==> src/rtl/cpu_pkg.sv <==
// Shared types for the instruction prefetch stage: fetch FSM states,
// PC increment and the queued {word, pc} entry.
package cpu_pkg;

  typedef enum logic [1:0] {
    IDLE,
    REQ,
    DISCARD
  } fetch_state_t;

  localparam logic [31:0] PC_STEP = 32'd4;

  typedef struct packed {
    logic [31:0] word;
    logic [31:0] pc;
  } fetch_entry_t;

endpackage

==> src/rtl/cpu_fetch_unit_fifo.sv <==
// Prefetch queue: synchronous FIFO of fetch entries with flush.
// A flush wins over a simultaneous push and pop.
module fetch_fifo
  import cpu_pkg::*;
#(
  parameter  int DEPTH = 4,
  localparam int AW    = $clog2(DEPTH),
  localparam int CW    = AW + 1
) (
  input  logic          i_clk,
  input  logic          i_rst_n,
  input  logic          i_push,
  input  logic          i_pop,
  input  logic          i_flush,
  input  fetch_entry_t  i_data,
  output fetch_entry_t  o_data,
  output logic [CW-1:0] o_count,
  output logic          o_empty,
  output logic          o_full
);

  fetch_entry_t  r_mem [DEPTH];
  logic [AW-1:0] r_wr_ptr;
  logic [AW-1:0] r_rd_ptr;
  logic [CW-1:0] r_count;
  logic          w_do_push;
  logic          w_do_pop;

  assign o_count   = r_count;
  assign o_empty   = (r_count == '0);
  assign o_full    = (r_count == CW'(DEPTH));
  assign w_do_pop  = i_pop && !o_empty;
  assign w_do_push = i_push && (!o_full || w_do_pop);

  always_ff @(posedge i_clk or negedge i_rst_n) begin
    if (!i_rst_n) begin
      r_wr_ptr <= '0;
      r_rd_ptr <= '0;
      r_count  <= '0;
    end else if (i_flush) begin
      r_wr_ptr <= '0;
      r_rd_ptr <= '0;
      r_count  <= '0;
    end else begin
      if (w_do_push) r_wr_ptr <= r_wr_ptr + AW'(1);
      if (w_do_pop)  r_rd_ptr <= r_rd_ptr + AW'(1);
      case ({w_do_push, w_do_pop})
        2'b10:   r_count <= r_count + CW'(1);
        2'b01:   r_count <= r_count - CW'(1);
        default: r_count <= r_count;
      endcase
    end
  end

  always_ff @(posedge i_clk) begin
    if (w_do_push && !i_flush) r_mem[r_wr_ptr] <= i_data;
  end

  // Head reads as zero while empty so stale slots never reach the decoder.
  assign o_data = o_empty ? '0 : r_mem[r_rd_ptr];

endmodule

==> src/rtl/cpu_fetch_unit.sv <==
// Instruction prefetch stage: issues word fetches over the ins_en/ins_ack
// handshake, queues returned words with their PCs, and handles redirects.
module cpu_fetch_unit
  import cpu_pkg::*;
#(
  parameter int          DEPTH    = 4,
  parameter logic [31:0] RESET_PC = 32'h0000_0000
) (
  input  logic        i_sys_clk,
  input  logic        i_sys_rst,
  input  logic        i_fetch_en,
  input  logic        i_redirect_en,
  input  logic [31:0] i_redirect_pc,
  output logic        o_ins_en,
  output logic [30:0] o_ins_addr,
  input  logic        i_ins_stl,
  input  logic        i_ins_ack,
  input  logic [31:0] i_ins_data,
  output logic        o_dec_valid,
  input  logic        i_dec_ready,
  output logic [31:0] o_dec_word,
  output logic [31:0] o_dec_pc
);

  localparam int CW = $clog2(DEPTH) + 1;

  fetch_state_t  r_state;
  logic [31:0]   r_pc;
  logic          r_ins_en;
  logic [30:0]   r_ins_addr;

  logic          w_ack;
  logic          w_push;
  logic          w_pop;
  logic          w_room;
  logic          w_issue;
  logic [31:0]   w_pc_next;
  logic [31:0]   w_redirect_pc;
  logic [CW-1:0] w_count;
  logic          w_empty;
  logic          w_full;
  fetch_entry_t  w_entry;
  fetch_entry_t  w_head;

  // A completion is only taken while the mru is not signalling busy.
  assign w_ack         = i_ins_ack && !i_ins_stl;
  assign w_push        = (r_state == REQ) && w_ack && !i_redirect_en;
  assign w_pop         = o_dec_valid && i_dec_ready && !i_redirect_en;
  assign w_pc_next     = r_pc + PC_STEP;
  assign w_redirect_pc = i_redirect_pc & ~32'd1;
  assign w_entry       = '{word: i_ins_data, pc: r_pc};

  // Credit: the queue must still have a slot after this cycle's push/pop.
  assign w_room  = w_push ? (w_pop ? !w_full : (w_count < CW'(DEPTH - 1)))
                          : (!w_full || w_pop);
  assign w_issue = i_fetch_en && w_room;

  always_ff @(posedge i_sys_clk or negedge i_sys_rst) begin
    if (!i_sys_rst) begin
      r_state    <= IDLE;
      r_pc       <= RESET_PC;
      r_ins_en   <= 1'b0;
      r_ins_addr <= RESET_PC[31:1];
    end else begin
      case (r_state)
        IDLE: begin
          if (i_redirect_en) begin
            r_pc <= w_redirect_pc;
          end else if (w_issue) begin
            r_ins_en   <= 1'b1;
            r_ins_addr <= r_pc[31:1];
            r_state    <= REQ;
          end
        end
        REQ: begin
          if (i_redirect_en) begin
            r_pc <= w_redirect_pc;
            if (w_ack) begin
              r_ins_en <= 1'b0;
              r_state  <= IDLE;
            end else begin
              r_state  <= DISCARD;
            end
          end else if (w_ack) begin
            r_pc <= w_pc_next;
            if (w_issue) begin
              r_ins_addr <= w_pc_next[31:1];
            end else begin
              r_ins_en <= 1'b0;
              r_state  <= IDLE;
            end
          end
        end
        DISCARD: begin
          if (i_redirect_en) r_pc <= w_redirect_pc;
          if (w_ack) begin
            r_ins_en <= 1'b0;
            r_state  <= IDLE;
          end
        end
        default: begin
          r_ins_en <= 1'b0;
          r_state  <= IDLE;
        end
      endcase
    end
  end

  fetch_fifo #(
    .DEPTH (DEPTH)
  ) u_fifo (
    .i_clk   (i_sys_clk),
    .i_rst_n (i_sys_rst),
    .i_push  (w_push),
    .i_pop   (w_pop),
    .i_flush (i_redirect_en),
    .i_data  (w_entry),
    .o_data  (w_head),
    .o_count (w_count),
    .o_empty (w_empty),
    .o_full  (w_full)
  );

  assign o_ins_en    = r_ins_en;
  assign o_ins_addr  = r_ins_addr;
  assign o_dec_valid = !w_empty;
  assign o_dec_word  = w_head.word;
  assign o_dec_pc    = w_head.pc;

endmodule

==> config.mk <==
export PLATFORM = sky130hd
export DESIGN_NAME = cpu_fetch_unit
export DESIGN_NICKNAME = d
export VERILOG_FILES = /design/src/rtl/cpu_pkg.sv /design/src/rtl/cpu_fetch_unit_fifo.sv /design/src/rtl/cpu_fetch_unit.sv
export SDC_FILE = /design/constraint.sdc
export NUM_CORES = 1
export LEC_CHECK = 0
export CAP_MARGIN = 20
export CORE_MARGIN = 10
export CORE_UTILIZATION = 40
export DETAILED_ROUTE_END_ITERATION = 16
export GPL_TIMING_DRIVEN = 0
export PLACE_DENSITY_LB_ADDON = 0.1
export SLEW_MARGIN = 10
export SYNTH_ARGS = -nofsm -noshare
export SYNTH_HDL_FRONTEND = slang
export SYNTH_SLANG_ARGS = --single-unit
==> constraint.sdc <==
create_clock -name i_sys_clk -period 3.9 [get_ports i_sys_clk]
set_input_delay 0.78 -clock i_sys_clk [delete_from_list [all_inputs] [get_ports i_sys_clk]]
set_output_delay 0.78 -clock i_sys_clk [all_outputs]
set_load 0.01 [all_outputs]
* Word level (Yosys, flattened, before mapping)
Memories as Yosys holds them, arrays and structs flattened.
Cells that the tools add are included.
** Cells by class
- Add/subtract/negate cells :: 5
- Multiply operators :: 0
- Div/mod/pow operators :: 0
- Order comparisons :: 1
- Equal/unequal tests :: 14
- Shifts and indexed selects :: 0
- Mux-type cells :: 36
- Bitwise gates (word level) :: 0
- Reduce and logical (&&, ||, !) cells :: 27
** Operator list (number)
- $mux W31 :: 5
- $mux W32 :: 3
- $mux W64 :: 1
- $pmux W32 S2 :: 1
- $pmux W31 S2 :: 1
- $add A32 B3 Y32 const B :: 1
- $mux W2 :: 11
- $ne A2 B2 Y1 const B :: 6
- $mux W1 :: 10
- $logic_and A1 B1 Y1 :: 9
- $reduce_bool A2 Y1 :: 4
- $ne A3 B3 Y1 const B :: 2
- $pmux W2 S3 :: 1
- $pmux W3 S2 :: 1
- $reduce_and A6 Y1 :: 1
- $reduce_and A5 Y1 :: 1
- $add A2 B1 Y2 const B :: 2
- $eq A2 B1 Y1 const B :: 2
- $eq A2 B2 Y1 const B :: 2
- $logic_not A1 Y1 :: 4
- $reduce_and A4 Y1 :: 1
- $add A3 B1 Y3 const B :: 1
- $eq A3 B3 Y1 const B :: 1
- $logic_not A3 Y1 :: 1
- other kinds (10) :: 11
** Storage, ports and cells
- Register bits :: 73
- Bits in latches :: 0
- Memory bits (writable) :: 256
- Memory bits (read-only) :: 0
- Output and inout port bits :: 97
- Word-level logic and storage cells :: 91
- Memories :: 1
** Memory list
- u_fifo.r_mem :: words 4, width 64, read ports 1, clocked after Yosys merged registers in 0, wr ports 1, RTL line cpu_fetch_unit_fifo.sv:22 : fetch_entry_t r_mem [DEPTH];

* Logic depth before layout (Yosys ltp)
Gate-level depths: netlist of the first run.
- Depth after elaboration :: 11
- Depth in mapped cells :: 9
- Gate-level depth less buffers :: 7

* By module
A second synthesis of the first run with hierarchy kept.
** Unflattened totals
- Cell total of the unflattened synthesis :: 878
- Area total of the unflattened synthesis :: 14107.3 sq um
** By module, submodules not included
- fetch_fifo :: instances 1, cells each 467, area each 10219.8 sq um
- cpu_fetch_unit :: instances 1, cells each 411, area each 3887.5 sq um

* Worst setup path after synthesis of the first run
No wires, ideal clock.
- Path type :: input port to flip-flop
- From :: input i_redirect_en
- To :: memory u_fifo.r_mem[0][10] in the netlist's numbering, enable pin
- Library setup time :: 0.428 ns
- Arrival :: 3.074 ns
- Setup slack :: 0.398 ns
- Cell stages on the path :: 4
- Path buffers :: 1
- Cells stage by stage :: clkbuf_1 -> nand2b_1 -> a31oi_1 -> and2_1
** Between the ends
- Word-level cells in the longest chain between the ends :: 8
- Elaborated cells on any way between the ends :: 9
** Ends and longest elaborated chain
- from (decl) :: RTL line cpu_fetch_unit.sv:12 : input logic i_redirect_en,
- $logic_not A1 Y1 * :: RTL line cpu_fetch_unit_fifo.sv:56, cpu_fetch_unit.sv:47, cpu_fetch_unit.sv:48
- $logic_and A1 B1 Y1 :: RTL line cpu_fetch_unit.sv:48 : assign w_pop = o_dec_valid && i_dec_ready && !i_redirect_en;
- $logic_and A1 B1 Y1 :: RTL line cpu_fetch_unit_fifo.sv:32 : assign w_do_pop = i_pop && !o_empty;
- $logic_or A1 B1 Y1 :: RTL line cpu_fetch_unit_fifo.sv:33 : assign w_do_push = i_push && (!o_full || w_do_pop);
- $logic_and A1 B1 Y1 :: RTL line cpu_fetch_unit_fifo.sv:33
- $logic_and A1 B1 Y1 * :: RTL line cpu_fetch_unit_fifo.sv:56 : if (w_do_push && !i_flush) r_mem[r_wr_ptr] <= i_data;
- $mux W1 * :: RTL line cpu_fetch_unit_fifo.sv:56
- $mux W1 (not written as such) * :: RTL line cpu_fetch_unit_fifo.sv:56
- to (decl) :: RTL line cpu_fetch_unit_fifo.sv:22
Mark *: on every way between the ends. The rest lies on a longest branch, timed or not.

* Worst setup path after layout of the first run
- From :: register u_fifo.r_count[1] (netlist: u_fifo.o_count[1])
- To :: output o_dec_word[2]
** Between the ends
- Word-level cells in the longest chain between the ends :: 2
** Ends and longest elaborated chain
- from (decl) :: RTL line cpu_fetch_unit_fifo.sv:25 : logic [CW-1:0] r_count;
- from (signal assigned) :: RTL line cpu_fetch_unit_fifo.sv:48 : 2'b10: r_count <= r_count + CW'(1);
- from (signal assigned) :: RTL line cpu_fetch_unit_fifo.sv:49 : 2'b01: r_count <= r_count - CW'(1);
- from (signal assigned) :: RTL line cpu_fetch_unit_fifo.sv:50 : default: r_count <= r_count;
- $logic_not A3 Y1 :: RTL line cpu_fetch_unit_fifo.sv:30 : assign o_empty = (r_count == '0);
- $mux W64 :: RTL line cpu_fetch_unit_fifo.sv:60 : assign o_data = o_empty ? '0 : r_mem[r_rd_ptr];
- to (decl) :: RTL line cpu_fetch_unit.sv:21 : output logic [31:0] o_dec_word,
No other way between the ends.

==> impl_metrics.ini, run 1 <==
[run_status]
status = complete, no violations

[clock_tree]
cts_max_level = 2
cts_buffer_depth = 3
tritoncts = built
ctsRootBufferMaster = clkbuf_16
clk_latency_ns = 0.52
cts.sinks = 324
cts.reportedPaths.clkPinSlew_ns = 0.06
cts_buffers = 36

[logic_synthesis]
synth-main-ff-cell = edfxtp_1
syn-num-nets = 972
synth.most_common_cell = edfxtp_1
async_flop_share = 0.2222
synthTopCellsByArea = edfxtp_1, dfrtp_1, mux4_2, and2_1, mux2_2
yosys_warnings = 0
yosys-top-cells-count = edfxtp_1, dfrtp_1, and2_1
syn_area_sq_mm = 0.01395
synth_cells = 895
synth_cell_types = 65
synth-edff-count = 252
synth_top_area_share = 0.5424
yosysTopAreaCell = edfxtp_1
ys_ff_latch = 324
yosysSeqAreaShare = 0.6716
avgSynthCellArea_sq_um = 15.59

[sta]
rsz0062_at_grt = false
drv_slew = 0
min_period_ns = 3.682
skew_ns = 0.02235
setup_viol = 0
period_share = 0.9442
tns_ns = 0
hold_viol_final = 0
worst_pin_slew_ns = 0.8969
relSlewSlack = 0.4021
timing.fmax_ghz = 0.2716

[floorplanning]
initial_core_util = 0.4049
die_height_um = 206.8
num_rows = 68
io_pins = 168
die_x_um = 206.8
die-area_sq_mm = 0.04275
core_area_sq_mm = 0.03446

[detailed_routing]
drt_iter0_drc = 601
vias = 8410
vias_per_cell = 5.309
wl_per_cell_um = 22.11
antenna_left = 0
drc = 0
first_pass_iters = 4
finalWirelength_um = 35020

[grt]
track_usage = 0.1639
grt_start_max_net_pins = 57
antenna_found_initial = 0
grt_pass1_vias = 8766
grt_overflow_total = 0
grt_pass1_wl_um = 53850

[power_and_ir_drop]
p_leak_uw = 0.005843
power_frac_clock = 0.379
p_sw_uw = 2191
ir_drop_v = 0.0003007
swShare = 0.2467
p_per_area_mw_per_mm2 = 507.9
intPower_uw = 6688
p_total_uw = 8879
pwr-share-seq = 0.480
p_comb_frac = 0.140

[worst_hold_path]
hold_path.class = input pin to async pin

[critical_path]
cp.depth = 6
rr_worst_depth = 6
max_stage_delay_ns = 0.55
slowest_stage = clkdlybuf4s50_1
critPathLaunchType = flop
crit_path_end_kind = output pin
cp-endpoint = o_dec_word[2]
worst-path-buf-inv = 4
crit_path_start = u_fifo.o_count[1]
worstSetupPathType = flop to output pin
cp.arrival_ns = 2.90
cpLargestDelayFamily = buffers and inverters
cp_max_fo = 10
reg2reg_to = u_fifo.r_mem[3][44]
cp_cell_sequence = clkbuf_1 > or3_1 > clkbuf_4 > clkbuf_2 > and2_1 > clkdlybuf4s50_1
r2r-start = r_state[0]
critPathRequiredTime_ns = 3.12
rrSetupSlack_ns = 1.08

[place]
port_buffers = 165
hpwl_um = 24040
gp_congestion = 0.9270
placed_area_sq_mm = 0.01630

[flow_run]
drv_cap = 0

[layout]
final_util = 0.5073
design_area_sq_mm = 0.01748
layout-drive-gt1-share = 0.1683
n_antenna_cell = 0
syn2layout_area_growth_pct = 25.31
nets = 1179
[worst min-delay path by stage]
stage | from | end | slack (ns) | cells after the start
after floorplan | r_pc[11] | u_fifo.r_mem[0][11] | 0.47 | 0
after global placement | o_ins_addr[8] | o_ins_addr[8] | 0.48 | 1
after detailed placement | o_ins_addr[8] | o_ins_addr[8] | 0.49 | 1
after CTS | i_sys_rst | o_ins_addr[4] | 0.13 | 1
after global routing | i_sys_rst | o_ins_addr[26] | 0.13 | 1
final | i_sys_rst | o_ins_addr[26] | 0.13 | 1
[power by group through the flow]
stage	Combinational, uW	Sequential [uW]	Clock, uW
finish	1250	4260	3370
global route	1360	4300	3590
CTS	1260	4260	3450
detailed placement	1250	4320	0
global placement	1250	4320	0
floorplan	538	4320	0
[routing by layer]
metal | up-vias | part of all wire | global-route usage
met5 | - | 0 | 0
met1 | 4241 | 0.46 | 0.2293
met4 | 0 | 0.019 | 0.04166
met3 | 43 | 0.064 | 0.03464
li1 | 3874 | - | -
met2 | 252 | 0.46 | 0.2563
[through the flow]
step	hold WS, ns	worst slack (ns)	instances
2_1_floorplan	0.4710	0.3982	895
3_3_place_gp	0.4755	-1.665	1515
3_5_place_dp	0.4853	0.2099	1520
4_1_cts	0.1257	0.006137	1584
5_1_grt	0.1276	0.04126	1584
6_report	0.1313	0.2176	1584
[layout by cell type, fill, tap and decap left out, types with 12 or more instances in the layout]
cell type and n:
edfxtp_1 252, nand3_1 29, clkbuf_1 37, mux4_2 63, nand4_1 17, xnor2_1 19, clkdlybuf4s50_1 164, mux2_2 25
clkbuf_16 37, o21ai_0 25, nand2_1 47, nor2_1 36, a21oi_1 26, dfrtp_1 72, nor3_1 15, buf_2 17
and2_1 65, xor2_1 12
[final cells by class]
| type | count | area, sq um |
|---|---|---|
| flip-flops and latches | 324 | 9369 |
| fillers | 2982 | 16980 |
| well taps | 455 | 569.3 |
| multi-input cells | 506 | 4320 |
| clock buffers | 42 | 954.7 |
| clock inverters | 23 | 221.5 |
| inverters | 4 | 15.01 |
| plain buffers | 60 | 260.3 |
| repair buffers | 170 | 1772 |
[repair_timing]
item	4_1_cts	5_1_grt
setup endpoints to repair	43	27
hold buffers	0	0
resized for setup	3	4
hold endpoints to repair	0	0
setup buffers	0	0
[flip-flops by register name, summed over array words and instances (netlist names)]
signal and cells:
u_fifo.o_count 3, o_ins_en 1, r_state 2, r_pc 31, u_fifo.r_mem 252, o_ins_addr 31
u_fifo.r_rd_ptr 2, u_fifo.r_wr_ptr 2
[cell families after synthesis]
logic type	after synthesis	synth area share
flip-flops	324	0.6716
AND/OR/NAND/NOR	263	0.1048
AO/OA/AOI/OAI	107	0.04888
multiplexers	97	0.1290
buffers and inverters	65	0.01946
XOR/XNOR	31	0.01946
adder cells (fa/ha/maj)	7	0.006637
other	1	0.0002688
Note: power is estimated with default switching activity, not from simulation.
==> run 2: changes to the inputs <==
Settings changed: ABC_CLOCK_PERIOD_IN_PS set to 3900.
==> results of run 2 <==
Final layout, timing and power as in run 1 (identical DEF).
